===== config.mk =====
export PLATFORM = sky130hd
export DESIGN_NAME = dispatch
export DESIGN_NICKNAME = d
export VERILOG_FILES = /design/src/rtl/dispatch.sv
export SDC_FILE = /design/constraint.sdc
export NUM_CORES = 1
export LEC_CHECK = 0
export BUFFER_PORTS_ARGS = -buffer_cell sky130_fd_sc_hd__buf_2
export CAP_MARGIN = 20
export CORE_MARGIN = 1
export CORE_UTILIZATION = 51
export CTS_CLUSTER_SIZE = 25
export DETAILED_ROUTE_END_ITERATION = 6
export PLACE_DENSITY = 0.9
export SYNTH_ARGS = -nofsm -noshare
export SYNTH_HDL_FRONTEND = slang
export SYNTH_SLANG_ARGS = --single-unit

===== constraint.sdc =====
create_clock -name clk -period 3.01 [get_ports clk]
set_input_delay 0.602 -clock clk [delete_from_list [all_inputs] [get_ports clk]]
set_output_delay 0.602 -clock clk [all_outputs]
set_load 0.005 [all_outputs]

===== src/rtl/dispatch.sv =====
// Rename/dispatch stage: one-entry instruction buffer between the register
// file and the ROB / reservation station / load-store buffer.
// Holds one decoded instruction, wakes its operands from the CDB, and issues
// it once the ROB and the target station can take it.
// Build option: define DISPATCH_STAT_EN to add issue/stall statistic counters.
// Opcode encodings (must match the decoder): BEQ=5 BNE=6 BLT=7 BGE=8 BLTU=9
// BGEU=10 LB=11 LH=12 LW=13 LBU=14 LHU=15 SB=16 SH=17 SW=18.
//
// state | meaning
// EMPTY | no instruction buffered
// HOLD  | one instruction buffered, waiting for ROB/station space
module dispatch #(
  parameter int DATA_W = 32,
  parameter int NICK_W = 4,
  parameter int NAME_W = 5,
  parameter int OP_W   = 6,
  parameter int ADDR_W = 32,
  parameter int IMM_W  = 32
) (
  input  logic              clk,
  input  logic              rst,
  input  logic              rdy,
  input  logic              clr,
  input  logic              iRF_en,
  input  logic [NAME_W-1:0] iRF_rs1_regnm,
  input  logic [NAME_W-1:0] iRF_rs2_regnm,
  input  logic [NAME_W-1:0] iRF_rd_regnm,
  input  logic [NICK_W-1:0] iRF_rs1_nick,
  input  logic [NICK_W-1:0] iRF_rs2_nick,
  input  logic [DATA_W-1:0] iRF_rs1_dt,
  input  logic [DATA_W-1:0] iRF_rs2_dt,
  input  logic [OP_W-1:0]   iRF_op,
  input  logic [ADDR_W-1:0] iRF_pc,
  input  logic [IMM_W-1:0]  iRF_imm,
  input  logic              iRF_pd,
  output logic              oIND_stall,
  input  logic              iCDB_en,
  input  logic [NICK_W-1:0] iCDB_nick,
  input  logic [DATA_W-1:0] iCDB_dt,
  input  logic              iROB_full,
  input  logic [NICK_W-1:0] iROB_nick,
  output logic              oROB_en,
  output logic [NAME_W-1:0] oROB_rd_regnm,
  output logic [OP_W-1:0]   oROB_op,
  output logic [ADDR_W-1:0] oROB_pc,
  output logic              oROB_pd,
  input  logic              iRS_full,
  input  logic              iLSB_full,
  output logic              oRS_en,
  output logic              oLSB_en,
  output logic [NICK_W-1:0] oQ1,
  output logic [NICK_W-1:0] oQ2,
  output logic [DATA_W-1:0] oV1,
  output logic [DATA_W-1:0] oV2,
  output logic [OP_W-1:0]   oOp,
  output logic [ADDR_W-1:0] oPc,
  output logic [IMM_W-1:0]  oImm,
  output logic [NICK_W-1:0] oNick,
  output logic              oRF_nick_en,
  output logic [NAME_W-1:0] oRF_nick_regnm,
  output logic [NICK_W-1:0] oRF_nick
`ifdef DISPATCH_STAT_EN
  ,
  output logic [31:0]       oStat_issued,
  output logic [31:0]       oStat_stall
`endif
);

  localparam logic [OP_W-1:0] OP_BEQ  = OP_W'(5);
  localparam logic [OP_W-1:0] OP_BNE  = OP_W'(6);
  localparam logic [OP_W-1:0] OP_BLT  = OP_W'(7);
  localparam logic [OP_W-1:0] OP_BGE  = OP_W'(8);
  localparam logic [OP_W-1:0] OP_BLTU = OP_W'(9);
  localparam logic [OP_W-1:0] OP_BGEU = OP_W'(10);
  localparam logic [OP_W-1:0] OP_LB   = OP_W'(11);
  localparam logic [OP_W-1:0] OP_LH   = OP_W'(12);
  localparam logic [OP_W-1:0] OP_LW   = OP_W'(13);
  localparam logic [OP_W-1:0] OP_LBU  = OP_W'(14);
  localparam logic [OP_W-1:0] OP_LHU  = OP_W'(15);
  localparam logic [OP_W-1:0] OP_SB   = OP_W'(16);
  localparam logic [OP_W-1:0] OP_SH   = OP_W'(17);
  localparam logic [OP_W-1:0] OP_SW   = OP_W'(18);

  typedef enum logic {EMPTY = 1'b0, HOLD = 1'b1} state_t;

  state_t              state, state_nx;
  logic [NAME_W-1:0]   b_rd, b_rd_nx;
  logic [OP_W-1:0]     b_op, b_op_nx;
  logic [ADDR_W-1:0]   b_pc, b_pc_nx;
  logic [IMM_W-1:0]    b_imm, b_imm_nx;
  logic                b_pd, b_pd_nx;
  logic [NICK_W-1:0]   b_q1, b_q1_nx, b_q2, b_q2_nx;
  logic [DATA_W-1:0]   b_v1, b_v1_nx, b_v2, b_v2_nx;

  logic                holding, b_mem, b_no_rd, issue, accept, fire;
  logic                wake1, wake2;
  logic [NICK_W-1:0]   q1_w, q2_w, cap_q1, cap_q2;
  logic [DATA_W-1:0]   v1_w, v2_w, cap_v1, cap_v2;

  function automatic logic is_mem_op(input logic [OP_W-1:0] op);
    case (op)
      OP_LB, OP_LH, OP_LW, OP_LBU, OP_LHU, OP_SB, OP_SH, OP_SW: return 1'b1;
      default: return 1'b0;
    endcase
  endfunction

  function automatic logic no_rd_op(input logic [OP_W-1:0] op, input logic [NAME_W-1:0] rd);
    if (rd == '0) return 1'b1;
    case (op)
      OP_SB, OP_SH, OP_SW, OP_BEQ, OP_BNE, OP_BLT, OP_BGE, OP_BLTU, OP_BGEU: return 1'b1;
      default: return 1'b0;
    endcase
  endfunction

  assign holding    = (state == HOLD);
  assign b_mem      = is_mem_op(b_op);
  assign b_no_rd    = no_rd_op(b_op, b_rd);
  assign issue      = rdy & holding & ~iROB_full & (b_mem ? ~iLSB_full : ~iRS_full);
  assign oIND_stall = holding & ~issue;
  assign accept     = rdy & iRF_en & ~oIND_stall;
  // A flush drops the issue that would otherwise happen this cycle.
  assign fire       = issue & ~clr;

  // Buffered operands as seen after this cycle's CDB broadcast.
  assign wake1 = rdy & iCDB_en & (b_q1 != '0) & (iCDB_nick == b_q1);
  assign wake2 = rdy & iCDB_en & (b_q2 != '0) & (iCDB_nick == b_q2);
  assign q1_w  = wake1 ? '0 : b_q1;
  assign v1_w  = wake1 ? iCDB_dt : b_v1;
  assign q2_w  = wake2 ? '0 : b_q2;
  assign v2_w  = wake2 ? iCDB_dt : b_v2;

  // Incoming operand capture: the instruction leaving this cycle renames its
  // rd before the regfile sees it, so its nick overrides the regfile copy.
  always_comb begin
    cap_q1 = iRF_rs1_nick;
    cap_v1 = iRF_rs1_dt;
    cap_q2 = iRF_rs2_nick;
    cap_v2 = iRF_rs2_dt;
    if (issue && !b_no_rd && iRF_rs1_regnm == b_rd && iRF_rs1_regnm != '0) begin
      cap_q1 = iROB_nick;
      cap_v1 = '0;
    end else if (iRF_rs1_nick != '0 && iCDB_en && iCDB_nick == iRF_rs1_nick) begin
      cap_q1 = '0;
      cap_v1 = iCDB_dt;
    end
    if (issue && !b_no_rd && iRF_rs2_regnm == b_rd && iRF_rs2_regnm != '0) begin
      cap_q2 = iROB_nick;
      cap_v2 = '0;
    end else if (iRF_rs2_nick != '0 && iCDB_en && iCDB_nick == iRF_rs2_nick) begin
      cap_q2 = '0;
      cap_v2 = iCDB_dt;
    end
  end

  // Buffer next-state: flush, accept (possibly same cycle as issue), drain, wakeup.
  always_comb begin
    state_nx = state;
    b_rd_nx  = b_rd;
    b_op_nx  = b_op;
    b_pc_nx  = b_pc;
    b_imm_nx = b_imm;
    b_pd_nx  = b_pd;
    b_q1_nx  = b_q1;
    b_v1_nx  = b_v1;
    b_q2_nx  = b_q2;
    b_v2_nx  = b_v2;
    if (clr) begin
      state_nx = EMPTY;
    end else if (accept) begin
      state_nx = HOLD;
      b_rd_nx  = iRF_rd_regnm;
      b_op_nx  = iRF_op;
      b_pc_nx  = iRF_pc;
      b_imm_nx = iRF_imm;
      b_pd_nx  = iRF_pd;
      b_q1_nx  = cap_q1;
      b_v1_nx  = cap_v1;
      b_q2_nx  = cap_q2;
      b_v2_nx  = cap_v2;
    end else if (issue) begin
      state_nx = EMPTY;
    end else if (holding) begin
      b_q1_nx = q1_w;
      b_v1_nx = v1_w;
      b_q2_nx = q2_w;
      b_v2_nx = v2_w;
    end
  end

  // State, buffer and registered issue outputs (rst is synchronous, active-low).
  always_ff @(posedge clk) begin
    if (!rst) begin
      state          <= EMPTY;
      b_rd           <= '0;
      b_op           <= '0;
      b_pc           <= '0;
      b_imm          <= '0;
      b_pd           <= 1'b0;
      b_q1           <= '0;
      b_v1           <= '0;
      b_q2           <= '0;
      b_v2           <= '0;
      oROB_en        <= 1'b0;
      oROB_rd_regnm  <= '0;
      oROB_op        <= '0;
      oROB_pc        <= '0;
      oROB_pd        <= 1'b0;
      oRS_en         <= 1'b0;
      oLSB_en        <= 1'b0;
      oQ1            <= '0;
      oQ2            <= '0;
      oV1            <= '0;
      oV2            <= '0;
      oOp            <= '0;
      oPc            <= '0;
      oImm           <= '0;
      oNick          <= '0;
      oRF_nick_en    <= 1'b0;
      oRF_nick_regnm <= '0;
      oRF_nick       <= '0;
    end else begin
      state          <= state_nx;
      b_rd           <= b_rd_nx;
      b_op           <= b_op_nx;
      b_pc           <= b_pc_nx;
      b_imm          <= b_imm_nx;
      b_pd           <= b_pd_nx;
      b_q1           <= b_q1_nx;
      b_v1           <= b_v1_nx;
      b_q2           <= b_q2_nx;
      b_v2           <= b_v2_nx;
      oROB_en        <= fire;
      oROB_rd_regnm  <= fire ? b_rd : '0;
      oROB_op        <= fire ? b_op : '0;
      oROB_pc        <= fire ? b_pc : '0;
      oROB_pd        <= fire & b_pd;
      oRS_en         <= fire & ~b_mem;
      oLSB_en        <= fire & b_mem;
      oQ1            <= fire ? q1_w : '0;
      oQ2            <= fire ? q2_w : '0;
      oV1            <= fire ? v1_w : '0;
      oV2            <= fire ? v2_w : '0;
      oOp            <= fire ? b_op : '0;
      oPc            <= fire ? b_pc : '0;
      oImm           <= fire ? b_imm : '0;
      oNick          <= fire ? iROB_nick : '0;
      oRF_nick_en    <= fire & ~b_no_rd;
      oRF_nick_regnm <= (fire && !b_no_rd) ? b_rd : '0;
      oRF_nick       <= (fire && !b_no_rd) ? iROB_nick : '0;
    end
  end

`ifdef DISPATCH_STAT_EN
  // Issue and stall statistics, frozen while rdy is low; wrap naturally.
  always_ff @(posedge clk) begin
    if (!rst) begin
      oStat_issued <= '0;
      oStat_stall  <= '0;
    end else if (rdy) begin
      if (fire)       oStat_issued <= oStat_issued + 32'd1;
      if (oIND_stall) oStat_stall  <= oStat_stall + 32'd1;
    end
  end
`else
  // Statistics counters are not built in this configuration.
`endif

endmodule


# Word-level counts from Yosys, hierarchy flattened
# Memory sizes are Yosys's and may differ from the RTL's. A register that Yosys moved wholly into a read port is not among the register bits.
# Cells that the tools add are included.
[op_classes] n_eq_ne=7 reduce_logical=25 mux=36 bitwise_logic=25
[op_table] operator="32-bit two-way mux" count=12
[op_table] operator="4-bit two-way mux" count=12
[op_table] operator="5-bit two-way mux" count=4
[op_table] operator="1-bit bitwise AND" count=16
[op_table] operator="4-bit == test" count=4
[op_table] operator="4-bit nonzero test" count=4
[op_table] operator="5-bit == test" count=2
[op_table] operator="1-bit logical AND" count=10
[op_table] operator="5-bit nonzero test" count=2
[op_table] operator="1-bit NOT" count=9
[op_table] operator="1-bit two-way mux" count=8
[op_table] operator="2-bit AND reduction" count=3
[op_table] operator="5-bit logical NOT" count=1
[op_table] operator="2-bit nonzero test" count=2
[op_table] operator="3-bit AND reduction" count=1
[op_table] operator="2-bit by 1-bit inequality test with 1-bit output, second input constant" count=1
[op_table] operator="2-bit OR reduction" count=1
[op_table] operator="1-bit logical NOT" count=1
[totals] output_inout_bits=204 mem_count=2 reg_bits=314 romBits=64
[memory_table] name="(no name shown)" depth=32 word_bits=1 rd=1 rd_clocked_by_memory_dff=1 write_ports=0 line_no="109" text="case (op)"
[memory_table] name="(no name shown)" depth=32 word_bits=1 rd=1 rd_clocked_by_memory_dff=1 write_ports=0 line_no="101" text="case (op)"

# Longest topological paths before layout
# Gate-level depths: netlist of run 1.
[logic_depth] ltp_word=10 mapped_depth=9

# Worst setup path before layout of run 1
# Ideal clock, no wire load.
[synth_timing] kind="input to register" start="input iCDB_nick[2]" end="register b_v2[10]" required_ns=2.888 arrival_ns=2.150 path_buffers=3 path_stages=8 slack_ns=0.738 path_cell_list="buf_2 -> xor2_1 -> nor3_2 -> o211ai_2 -> a31o_1 -> buf_2 -> buf_4 -> a221o_1"
[synth_between] elab_chain_len=6 elab_cells_between_ends=10 classes_between="eq/ne: 2; mux: 6; bitwise: 1; reduce/logical: 1"
[synth_lines] item="from (decl)" line_no="38" text="input logic [NICK_W-1:0] iCDB_nick,"
[synth_lines] item="4-bit == test" line_no="126" text="assign wake2 = rdy & iCDB_en & (b_q2 != '0) & (iCDB_nick == b_q2);"
[synth_lines] item="1-bit bitwise AND" line_no="126"
[synth_lines] item="32-bit two-way mux" line_no="130" text="assign v2_w = wake2 ? iCDB_dt : b_v2;"
[synth_lines] item="32-bit two-way mux" line_no="182" text="end else if (holding) begin"
[synth_lines] item="32-bit two-way mux" line_no="180" text="end else if (issue) begin"
[synth_lines] item="32-bit two-way mux *" line_no="169" text="end else if (accept) begin"
[synth_lines] item="to (signal assigned)" line_no="231" text="b_v2 <= b_v2_nx;"
[synth_lines] item="to (decl)" line_no="93" text="logic [DATA_W-1:0] b_v1, b_v1_nx, b_v2, b_v2_nx;"
# Every way passes the cells marked *; elsewhere a longest branch is shown, timed or not. The select of a mux whose other input is x is not followed.
# A chain may end at the register's enable or synchronous reset.

# Final worst setup path of run 1
[layout_timing] start="register b_op[5]" end="register b_v1[12]"
[layout_between] elab_chain_len=9 elab_cells_between_ends=18 classes_between="eq/ne: 1; mux: 6; bitwise: 5; reduce/logical: 6"
[layout_lines] item="from (decl)" line_no="88" text="logic [OP_W-1:0] b_op, b_op_nx;"
[layout_lines] item="from (signal assigned)" line_no="224" text="b_op <= b_op_nx;"
[layout_lines] item="1-bit two-way mux" line_no="101"
[layout_lines] item="1-bit two-way mux" line_no="118" text="assign issue = rdy & holding & ~iROB_full & (b_mem ? ~iLSB_full : ~iRS_full);"
[layout_lines] item="1-bit bitwise AND" line_no="118"
[layout_lines] item="1-bit NOT" line_no="119" text="assign oIND_stall = holding & ~issue;"
[layout_lines] item="1-bit bitwise AND" line_no="119"
[layout_lines] item="1-bit NOT" line_no="120" text="assign accept = rdy & iRF_en & ~oIND_stall;"
[layout_lines] item="1-bit bitwise AND" line_no="120"
[layout_lines] item="2-bit by 1-bit inequality test with 1-bit output (no line) / 2-bit nonzero test (equally long branches)"
[layout_lines] item="3-bit AND reduction (no line)"
[layout_lines] item="to (signal assigned)" line_no="229" text="b_v1 <= b_v1_nx;"
[layout_lines] item="to (decl)" line_no="93"
# Several ways; a longest one is shown, not always the timed one.

==> results of run 1 <==
[layout make-up]
class | count | area (µm²) | share of cell area [%]
diodes | 9 | 22.52 | 0.1413
clock buffers | 47 | 969.7 | 6.082
clock inverters | 14 | 196.4 | 1.232
inverters | 8 | 30.03 | 0.1884
multi-input cells | 922 | 5608 | 35.18
flip-flops and latches | 316 | 6326 | 39.68
well taps | 324 | 405.4 | 2.543
repair buffers | 441 | 2385 | 14.96
[kinds of logic after synthesis]
| logic type | count (synthesis) | share of synthesized area (%) |
|---|---|---|
| compound gates | 377 | 22.06 |
| xor+xnor | 20 | 1.371 |
| buf+inv | 173 | 6.845 |
| flops | 316 | 49.52 |
| mux | 1 | 0.07835 |
| simple gates | 524 | 20.13 |
[critical path, delay by kind of cell (launching register included)]
| family | cells | cell delay, ns |
|---|---|---|
| AND/OR/NAND/NOR | 2 | 0.64 |
| AO/OA/AOI/OAI | 3 | 1.08 |
| flip-flops | 1 | 0.34 |
| buffers and inverters | 1 | 0.29 |
[power groups by stage]
stage	clock [mW]	combinational, mW	sequential, mW
6_report	4.30	0.671	4.32
5_1_grt	4.53	0.723	4.32
4_1_cts	4.35	0.656	4.32
3_5_place_dp	0	0.653	4.41
3_3_place_gp	0	0.634	4.40
2_1_floorplan	0	0.366	4.39
[per-layer routing]
metal,up-vias,part of all wire [%],wire (µm)
li1,5577,-,-
met1,5701,40,15610
met2,739,48,18780
met3,123,8.6,3386
met4,8,4.3,1699
met5,-,0.13,50
[cells in the mapped netlist (4+ instances only)]
cell type,count,share of area [%]
sky130_fd_sc_hd__o21ai_0,8,0.31
sky130_fd_sc_hd__a21boi_0,63,3.7
sky130_fd_sc_hd__nand2_1,297,8.7
sky130_fd_sc_hd__o211a_1,65,5.1
sky130_fd_sc_hd__a21oi_1,149,5.8
sky130_fd_sc_hd__nor4_1,6,0.29
sky130_fd_sc_hd__inv_1,7,0.21
sky130_fd_sc_hd__dfxtp_1,316,50
sky130_fd_sc_hd__nand4_1,6,0.29
sky130_fd_sc_hd__nor3_1,11,0.43
sky130_fd_sc_hd__and2_1,12,0.59
sky130_fd_sc_hd__buf_4,42,2.5
sky130_fd_sc_hd__buf_2,29,1.1
sky130_fd_sc_hd__and3_1,153,7.5
sky130_fd_sc_hd__nor2_1,13,0.38
sky130_fd_sc_hd__buf_6,4,0.35
sky130_fd_sc_hd__xnor2_1,6,0.41
sky130_fd_sc_hd__clkbuf_1,89,2.6
sky130_fd_sc_hd__a221o_1,68,5.3
sky130_fd_sc_hd__xor2_1,14,0.96
[path summary, 6_finish.rpt]
path         endpoint  slack, ns  depth (start not counted)
min          b_pc[16]       0.34                          3
max          b_v1[12]       0.53                          6
max reg2reg  b_v1[12]       0.53                          6
min reg2reg  b_pc[18]       0.45                          2
[cell usage in the layout (no fill, tap or decap), drive strengths merged, types with 2 or more instances in the layout]
master	count
and3	154
and4	2
clkbuf	47
a31o	2
or2	5
bufinv	4
a21oi	149
o21ai	10
xnor2	6
nor4	7
diode	9
a21boi	63
dfxtp	316
nor3b	2
a2111oi	2
xor2	14
clkinv	7
nand2	298
a221o	68
a32oi	2
inv	11
nor3	13
nand4	8
o211ai	3
buf	441
nor2	13
nor2b	3
nand2b	2
o211a	65
and2	12
o2111ai	2
[flip-flops by register name, indices dropped and copies added (netlist names), 6 cells and up, named ones only]
register  flops
b_pc         32
oImm         32
b_v2         32
oV1          32
oV2          32
b_imm        32
oOp           6
b_v1         32
b_op          6
oPc          32
==> run_summary.xml, run 1 <==
<?xml version="1.0" encoding="UTF-8"?>
<metrics>
  <group name="worst_setup_path">
    <metric name="r2r_start" unit="">b_op[5]</metric>
    <metric name="worst_path_slowest_cell" unit="">sky130_fd_sc_hd__a2111oi_4</metric>
    <metric name="path_cells" unit="">nand2b_2 &gt; a2111oi_4 &gt; nand4_4 &gt; buf_12 &gt; o211a_1 &gt; a221o_1</metric>
    <metric name="cp-start-kind" unit="">register</metric>
    <metric name="criticalPathCategory" unit="">reg2reg</metric>
    <metric name="worst-path-max-fanout" unit="">25</metric>
    <metric name="arrival" unit="ns">2.87</metric>
    <metric name="timing.critical_path.required" unit="ns">3.40</metric>
    <metric name="critical-path-max-stage-delay" unit="ns">0.69</metric>
    <metric name="worst_setup_path_end_kind" unit="">register</metric>
    <metric name="critPathLaunch" unit="">b_op[5]</metric>
  </group>
  <group name="global_routing">
    <metric name="met1_usage" unit="%">37.16</metric>
    <metric name="via_count_of_the_first_global_routing_pass" unit="">11218</metric>
    <metric name="global_route.overflow_total" unit="">0</metric>
    <metric name="grt_most_used_layer" unit="">met2</metric>
    <metric name="grt_start_max_net_pins" unit="">79</metric>
    <metric name="grt_pass1_wl" unit="µm">60760</metric>
    <metric name="gr-usage-met3" unit="%">5.714</metric>
    <metric name="antenna_found_initial" unit="">13</metric>
    <metric name="globalRouteMet2Util" unit="%">48.10</metric>
    <metric name="track_usage" unit="%">29.38</metric>
  </group>
  <group name="die">
    <metric name="die_w" unit="µm">160.3</metric>
    <metric name="initial_utilization" unit="%">52.23</metric>
    <metric name="placementRows" unit="">57</metric>
    <metric name="floorplan.die.height" unit="µm">160.3</metric>
    <metric name="fp.coreArea" unit="µm²">24460</metric>
    <metric name="ios" unit="">411</metric>
    <metric name="fp.dieArea" unit="µm²">25690</metric>
  </group>
  <group name="cells_and_area">
    <metric name="postLayoutCellArea" unit="µm²">15940</metric>
    <metric name="synthToLayoutAreaGrowth" unit="%">24.79</metric>
    <metric name="finalNetCount" unit="">1930</metric>
    <metric name="final_layout_size_suffix_gt1_share" unit="%">29.92</metric>
    <metric name="final_cells" unit="">2081</metric>
    <metric name="final_core_utilization" unit="%">65.17</metric>
    <metric name="n_fill_cell" unit="">1832</metric>
  </group>
  <group name="timing">
    <metric name="finalHoldViolations" unit="">0</metric>
    <metric name="final_critical_path_setup_slack" unit="ns">0.5308</metric>
    <metric name="slew-limit-headroom" unit="%">42.52</metric>
    <metric name="finalClockSkew" unit="ns">0.01597</metric>
    <metric name="maxClockFrequency" unit="GHz">0.4034</metric>
    <metric name="setup-tns-final" unit="ns">0</metric>
    <metric name="finalHoldWorstSlack" unit="ns">0.3353</metric>
    <metric name="worstMarginPinSlew" unit="ns">0.8622</metric>
    <metric name="timing.final.setup_violations" unit="">0</metric>
    <metric name="fin_crit_sh" unit="%">82.37</metric>
    <metric name="rsz_0062_raised_after_global_routing" unit="">no</metric>
    <metric name="final_max_slew_viol_count" unit="">0</metric>
    <metric name="crit_path_time_final" unit="ns">2.479</metric>
  </group>
  <group name="synthesis">
    <metric name="yosys_warnings" unit="">0</metric>
    <metric name="synth_nets" unit="">1618</metric>
    <metric name="synth.avg_cell_area" unit="µm²">9.055</metric>
    <metric name="synth_area" unit="µm²">12780</metric>
    <metric name="count_of_different_cell_masters_after_synthesis" unit="">61</metric>
    <metric name="synthFlopType" unit="">sky130_fd_sc_hd__dfxtp_1</metric>
    <metric name="post_synthesis_cells" unit="">1411</metric>
    <metric name="synth-edff-count" unit="">0</metric>
    <metric name="synth_async_sr_flop_share" unit="%">0</metric>
    <metric name="yosys_register_bits" unit="">316</metric>
    <metric name="sequential_cell_area_fraction_in_the_yosys_report" unit="%">49.52</metric>
  </group>
  <group name="hold_path">
    <metric name="timing.hold.worst.class" unit="">in2reg</metric>
    <metric name="worstHoldStart" unit="">iRF_pc[16]</metric>
  </group>
  <group name="power">
    <metric name="power.density_cell_area" unit="nW/µm²">582.9</metric>
    <metric name="post-layout-total-power" unit="mW">9.293</metric>
    <metric name="power_frac_clock" unit="%">46.3</metric>
    <metric name="power.net_switching" unit="mW">2.143</metric>
    <metric name="combPwrFrac" unit="%">7.2</metric>
    <metric name="total_leakage_power" unit="nW">7.927</metric>
    <metric name="part_of_the_total_power_dissipated_in_sequential_elements" unit="%">46.5</metric>
    <metric name="power.switching_fraction" unit="%">23.06</metric>
    <metric name="power_report.internal_total" unit="mW">7.151</metric>
    <metric name="worst_ir_drop_vdd" unit="V">0.0004296</metric>
  </group>
  <group name="clocking">
    <metric name="clock_tree.root_cell" unit="">sky130_fd_sc_hd__clkbuf_16</metric>
    <metric name="cts_resized" unit="">0</metric>
    <metric name="tritoncts_buffers" unit="">34</metric>
    <metric name="cts.htree.levels" unit="">2</metric>
    <metric name="clk_path_buf_depth" unit="">3</metric>
    <metric name="source_to_sink_clock_delay_at_the_later_pin_of_the_worst_skew_pair" unit="ns">0.51</metric>
    <metric name="postCtsSetupBuffers" unit="">0</metric>
    <metric name="worst_setup_hold_path_clk_slew" unit="ns">0.06</metric>
    <metric name="ctsHoldBuffers" unit="">0</metric>
    <metric name="tritoncts" unit="">built</metric>
    <metric name="clock-sinks" unit="">316</metric>
  </group>
  <group name="detailed_routing">
    <metric name="residual_antenna_violating_net_count_after_detailed_routing" unit="">0</metric>
    <metric name="postRouteWirelength" unit="µm">39530</metric>
    <metric name="detail_route.first_pass.iterations" unit="">6</metric>
    <metric name="num_vias" unit="">12148</metric>
    <metric name="viasPerCell" unit="">5.838</metric>
    <metric name="post_drt_wl_per_cell" unit="µm">18.99</metric>
    <metric name="drc_errors" unit="">0</metric>
    <metric name="drt_iter0_drc" unit="">1323</metric>
  </group>
  <group name="placed_design">
    <metric name="dp_slack" unit="ns">0.2426</metric>
    <metric name="post-dp-hpwl" unit="µm">26490</metric>
    <metric name="place_congestion" unit="">0.9481</metric>
    <metric name="placement.io_buffers" unit="">410</metric>
    <metric name="dpl-instance-area" unit="µm²">14750</metric>
    <metric name="place.detailed.instances" unit="">2011</metric>
  </group>
  <group name="flow_run">
    <metric name="drv_cap" unit="">0</metric>
  </group>
  <group name="outcome">
    <metric name="status" unit="">completed</metric>
  </group>
</metrics>
No activity file was read; power rests on OpenSTA's default activity.
==> run 2: changes to the inputs <==
--- a/config.mk
+++ b/config.mk
@@ -5,8 +5,10 @@
 export SDC_FILE = /design/constraint.sdc
 export NUM_CORES = 1
 export LEC_CHECK = 0
+export ABC_AREA = 1
 export BUFFER_PORTS_ARGS = -buffer_cell sky130_fd_sc_hd__buf_2
 export CAP_MARGIN = 20
+export CORE_ASPECT_RATIO = 1.5
 export CORE_MARGIN = 1
 export CORE_UTILIZATION = 51
 export CTS_CLUSTER_SIZE = 25
==> constraint.sdc (replaced) <==
create_clock -name clk -period 2.58 [get_ports clk]
set_input_delay 0.516 -clock clk [delete_from_list [all_inputs] [get_ports clk]]
set_output_delay 0.516 -clock clk [all_outputs]
set_load 0.005 [all_outputs]
==> run 2 against run 1 <==
Effect of this change: register-to-register slack got worse by 0.21 ns; utilization decreased by 1.5 points; via count increased by 6.4%; highest routed layer unchanged; combinational power increased by 55%; total power increased by 14%; clock power increased by 4.9%; sequential power increased by 18%; sequential share of layout area about the same; critical path type unchanged; first-iteration DRC count decreased by 37%; synthesized cell count increased by 22%; synthesized area increased by 1.8%.
==> run_summary.xml, run 2 <==
<?xml version="1.0" encoding="UTF-8"?>
<metrics>
  <group name="synthesis">
    <metric name="netlist.area_leader.share" unit="%">48.66</metric>
    <metric name="post_synth_mux_area_share" unit="%">0</metric>
    <metric name="post_synthesis_cells" unit="">1723</metric>
    <metric name="synth-adder-area-share" unit="%">0</metric>
    <metric name="yosys_warnings" unit="">0</metric>
    <metric name="sequential_cell_area_fraction_in_the_yosys_report" unit="%">48.66</metric>
    <metric name="synthFlopType" unit="">sky130_fd_sc_hd__dfxtp_1</metric>
    <metric name="synth_area_leaders" unit="">sky130_fd_sc_hd__dfxtp_1 49%, sky130_fd_sc_hd__o21ai_0 8.8%, sky130_fd_sc_hd__nor2_1 7.9%, sky130_fd_sc_hd__inv_1 5.9%, sky130_fd_sc_hd__nand2_1 5.1%</metric>
    <metric name="synth_top_family_by_area" unit="">compound AO/OA/AOI/OAI gates</metric>
    <metric name="synth.avg_cell_area" unit="µm²">7.546</metric>
    <metric name="synth-edff-count" unit="">0</metric>
    <metric name="yosys_register_bits" unit="">316</metric>
    <metric name="synth_nets" unit="">1930</metric>
    <metric name="synth_area" unit="µm²">13000</metric>
    <metric name="share_of_the_synthesized_area_in_compound_gates_ao_oa_aoi_oai" unit="%">19.20</metric>
    <metric name="synth_xor_area_share" unit="%">0.9431</metric>
    <metric name="synthSimpleGateAreaFrac" unit="%">18.54</metric>
    <metric name="netlist.top_cell.by_area" unit="">sky130_fd_sc_hd__dfxtp_1</metric>
    <metric name="synth.most_common_cell" unit="">sky130_fd_sc_hd__dfxtp_1</metric>
    <metric name="count_of_different_cell_masters_after_synthesis" unit="">36</metric>
    <metric name="synth.cells.most_frequent" unit="">316 x sky130_fd_sc_hd__dfxtp_1, 272 x sky130_fd_sc_hd__nor2_1, 228 x sky130_fd_sc_hd__o21ai_0</metric>
    <metric name="synth_async_sr_flop_share" unit="%">0</metric>
  </group>
  <group name="detailed_routing">
    <metric name="drc_errors" unit="">0</metric>
    <metric name="postRouteWirelength" unit="µm">39660</metric>
    <metric name="drt_iter0_drc" unit="">837</metric>
    <metric name="num_vias" unit="">12928</metric>
    <metric name="viasPerCell" unit="">5.414</metric>
    <metric name="detail_route.first_pass.iterations" unit="">6</metric>
    <metric name="post_drt_wl_per_cell" unit="µm">16.61</metric>
    <metric name="residual_antenna_violating_net_count_after_detailed_routing" unit="">0</metric>
  </group>
  <group name="clocking">
    <metric name="tritoncts" unit="">built</metric>
    <metric name="clock-sinks" unit="">316</metric>
    <metric name="clk_path_buf_depth" unit="">3</metric>
    <metric name="source_to_sink_clock_delay_at_the_later_pin_of_the_worst_skew_pair" unit="ns">0.56</metric>
    <metric name="worst_setup_hold_path_clk_slew" unit="ns">0.07</metric>
    <metric name="tritoncts_buffers" unit="">29</metric>
    <metric name="ctsHoldBuffers" unit="">0</metric>
    <metric name="clock_tree.root_cell" unit="">sky130_fd_sc_hd__clkbuf_16</metric>
    <metric name="postCtsSetupBuffers" unit="">0</metric>
    <metric name="cts_resized" unit="">0</metric>
    <metric name="cts.htree.levels" unit="">1</metric>
  </group>
  <group name="cells_and_area">
    <metric name="layout.cells.most_common" unit="">sky130_fd_sc_hd__buf_2</metric>
    <metric name="synthToLayoutAreaGrowth" unit="%">22.66</metric>
    <metric name="final_cells" unit="">2388</metric>
    <metric name="final_layout_size_suffix_gt1_share" unit="%">26.92</metric>
    <metric name="finalNetCount" unit="">2243</metric>
    <metric name="most_frequent_cells_in_the_layout" unit="">409 x sky130_fd_sc_hd__buf_2, 316 x sky130_fd_sc_hd__dfxtp_1, 272 x sky130_fd_sc_hd__nor2_1, 228 x sky130_fd_sc_hd__o21ai_0, 206 x sky130_fd_sc_hd__inv_1</metric>
    <metric name="postLayoutCellArea" unit="µm²">15950</metric>
  </group>
  <group name="worst_setup_path">
    <metric name="timing.critical_path.required" unit="ns">3.05</metric>
    <metric name="critPathLaunch" unit="">b_rd[1]</metric>
    <metric name="critical_path.top_delay_family" unit="">simple AND/OR/NAND/NOR gates</metric>
    <metric name="arrival" unit="ns">2.74</metric>
    <metric name="worst-r2r-setup-slack" unit="ns">0.32</metric>
    <metric name="worst_path_most_repeated_cell" unit="">sky130_fd_sc_hd__nor2_1</metric>
    <metric name="worst_setup_path_end_kind" unit="">register</metric>
    <metric name="buf_inv_stages_crit_path" unit="">1</metric>
    <metric name="r2r_start" unit="">b_rd[1]</metric>
    <metric name="worst_path_slowest_cell" unit="">sky130_fd_sc_hd__o21ai_1</metric>
    <metric name="cp-start-kind" unit="">register</metric>
    <metric name="critical-path-max-stage-delay" unit="ns">0.42</metric>
    <metric name="r2r-end" unit="">b_v2[18]</metric>
    <metric name="worst-path-max-fanout" unit="">32</metric>
    <metric name="criticalPathCategory" unit="">reg2reg</metric>
    <metric name="worst_r2r_path_depth" unit="">9</metric>
    <metric name="path_cells" unit="">inv_1 &gt; nand4_1 &gt; o21ai_1 &gt; nor2_4 &gt; nand3_2 &gt; nand2_4 &gt; a21oi_2 &gt; nor2_1 &gt; nor2_1</metric>
  </group>
  <group name="timing">
    <metric name="crit_path_time_final" unit="ns">2.263</metric>
    <metric name="timing.final.setup_violations" unit="">0</metric>
    <metric name="fin_crit_sh" unit="%">87.71</metric>
    <metric name="rsz_0062_raised_after_global_routing" unit="">no</metric>
    <metric name="finalClockSkew" unit="ns">0.01430</metric>
    <metric name="final_max_slew_viol_count" unit="">0</metric>
    <metric name="slew-limit-headroom" unit="%">59.13</metric>
    <metric name="finalHoldViolations" unit="">0</metric>
    <metric name="maxClockFrequency" unit="GHz">0.4419</metric>
    <metric name="final_critical_path_setup_slack" unit="ns">0.3170</metric>
    <metric name="worstMarginPinSlew" unit="ns">0.6130</metric>
    <metric name="setup-tns-final" unit="ns">0</metric>
  </group>
  <group name="placed_design">
    <metric name="placement.io_buffers" unit="">410</metric>
    <metric name="place_congestion" unit="">0.8679</metric>
    <metric name="dpl-instance-area" unit="µm²">14950</metric>
    <metric name="post-dp-hpwl" unit="µm">27040</metric>
    <metric name="dp_slack" unit="ns">0.2501</metric>
    <metric name="place.detailed.instances" unit="">2333</metric>
  </group>
  <group name="global_routing">
    <metric name="grt_pass1_wl" unit="µm">61780</metric>
    <metric name="global_route.overflow_total" unit="">0</metric>
    <metric name="grt_start_max_net_pins" unit="">146</metric>
    <metric name="via_count_of_the_first_global_routing_pass" unit="">12385</metric>
    <metric name="antenna_found_initial" unit="">10</metric>
    <metric name="track_usage" unit="%">29.48</metric>
  </group>
  <group name="die">
    <metric name="placementRows" unit="">71</metric>
    <metric name="fp.coreArea" unit="µm²">25050</metric>
    <metric name="initial_utilization" unit="%">51.90</metric>
    <metric name="floorplan.die.height" unit="µm">197.6</metric>
    <metric name="fp.dieArea" unit="µm²">26150</metric>
    <metric name="ios" unit="">411</metric>
    <metric name="die_w" unit="µm">132.4</metric>
  </group>
  <group name="power">
    <metric name="total_leakage_power" unit="nW">7.706</metric>
    <metric name="worst_ir_drop_vdd" unit="V">0.0005373</metric>
    <metric name="power_frac_clock" unit="%">42.5</metric>
    <metric name="part_of_the_total_power_dissipated_in_sequential_elements" unit="%">47.8</metric>
    <metric name="post-layout-total-power" unit="mW">10.62</metric>
    <metric name="combPwrFrac" unit="%">9.8</metric>
    <metric name="power_report.internal_total" unit="mW">8.041</metric>
    <metric name="power.switching_fraction" unit="%">24.31</metric>
    <metric name="power.net_switching" unit="mW">2.582</metric>
    <metric name="power.density_cell_area" unit="nW/µm²">666.1</metric>
  </group>
  <group name="hold_path">
    <metric name="timing.hold.worst.class" unit="">in2reg</metric>
    <metric name="worstHoldStart" unit="">iRF_pc[6]</metric>
    <metric name="whs_path_depth" unit="">3</metric>
    <metric name="hold_path_end" unit="">b_pc[6]</metric>
  </group>
  <group name="flow_run">
    <metric name="drv_cap" unit="">0</metric>
  </group>
  <group name="outcome">
    <metric name="status" unit="">completed</metric>
  </group>
</metrics>
## run 2: changes by cell type in the layout (fill, tap and decap cells not counted), moves of 64 or more
cell / previous run / this run
sky130_fd_sc_hd__nor2_1: 12 / 272
sky130_fd_sc_hd__o21ai_0: 8 / 228
sky130_fd_sc_hd__inv_1: 7 / 206
sky130_fd_sc_hd__and3_1: 153 / 0
sky130_fd_sc_hd__nand2_1: 297 / 175
sky130_fd_sc_hd__o21ai_1: 0 / 74
sky130_fd_sc_hd__a221o_1: 68 / 0
sky130_fd_sc_hd__o211a_1: 64 / 0
## run 2: cell families after synthesis
group                     Yosys count
AOI/OAI and AO/OA                 465
xor gates and xnor gates           14
buffers and inverters             366
DFF                               316
and+or+nand+nor                   562
## run 2: layout make-up
type                    count  area (µm²)
fillers                  2031        9104
flip-flops and latches    316        6326
multi-input cells        1041        5064
repair buffers            434        2347
inverters                 214       803.3
clock buffers              39       793.3
well taps                 328       410.4
clock inverters            10       188.9
diodes                      6       15.01
## run 2: through the flow
step / utilization (%) / hold WS (ns)
after floorplan: - / 0.4160
after global placement: 59.68 / 0.4187
after detailed placement: 59.68 / 0.4265
after CTS: 63.60 / 0.2277
after global routing: 63.63 / 0.2381
final: 63.66 / 0.2410
## run 2: power groups by stage
stage	Clock, mW	Sequential [mW]	Combinational (mW)
after global placement	0	5.18	0.966
after floorplan	0	5.17	0.639
after detailed placement	0	5.18	1.00
after global routing	4.76	5.09	1.15
final	4.51	5.08	1.04
after CTS	4.56	5.07	1.02
## run 2: how the worst max path moves through the flow
| stage | cells after the start | slack, ns | endpoint |
|---|---|---|---|
| 2_1_floorplan | 11 | 0.76 | b_v2[26] |
| 3_3_place_gp | 10 | 0.28 | b_v2[31] |
| 3_5_place_dp | 11 | 0.25 | b_v2[20] |
| 4_1_cts | 7 | 0.39 | oIND_stall |
| 5_1_grt | 9 | 0.23 | b_v2[25] |
| 6_report | 9 | 0.32 | b_v2[18] |
## run 2: layer usage
metal / wire length (µm) / vias to the layer above / track usage, % / share of wire, %
met5: 44 / - / 0 / 0.11
met4: 2426 / 8 / 20.18 / 6.1
met3: 3481 / 194 / 7.159 / 8.8
met2: 19860 / 732 / 52.51 / 50
met1: 13860 / 5896 / 30.46 / 35
li1: - / 6098 / - / -
## run 2: tightest hold or removal path, delay by kind of cell
kind / cells / cell delay [ns]
AO/OA/AOI/OAI: 2 / 0.17
buffers and inverters: 1 / 0.07
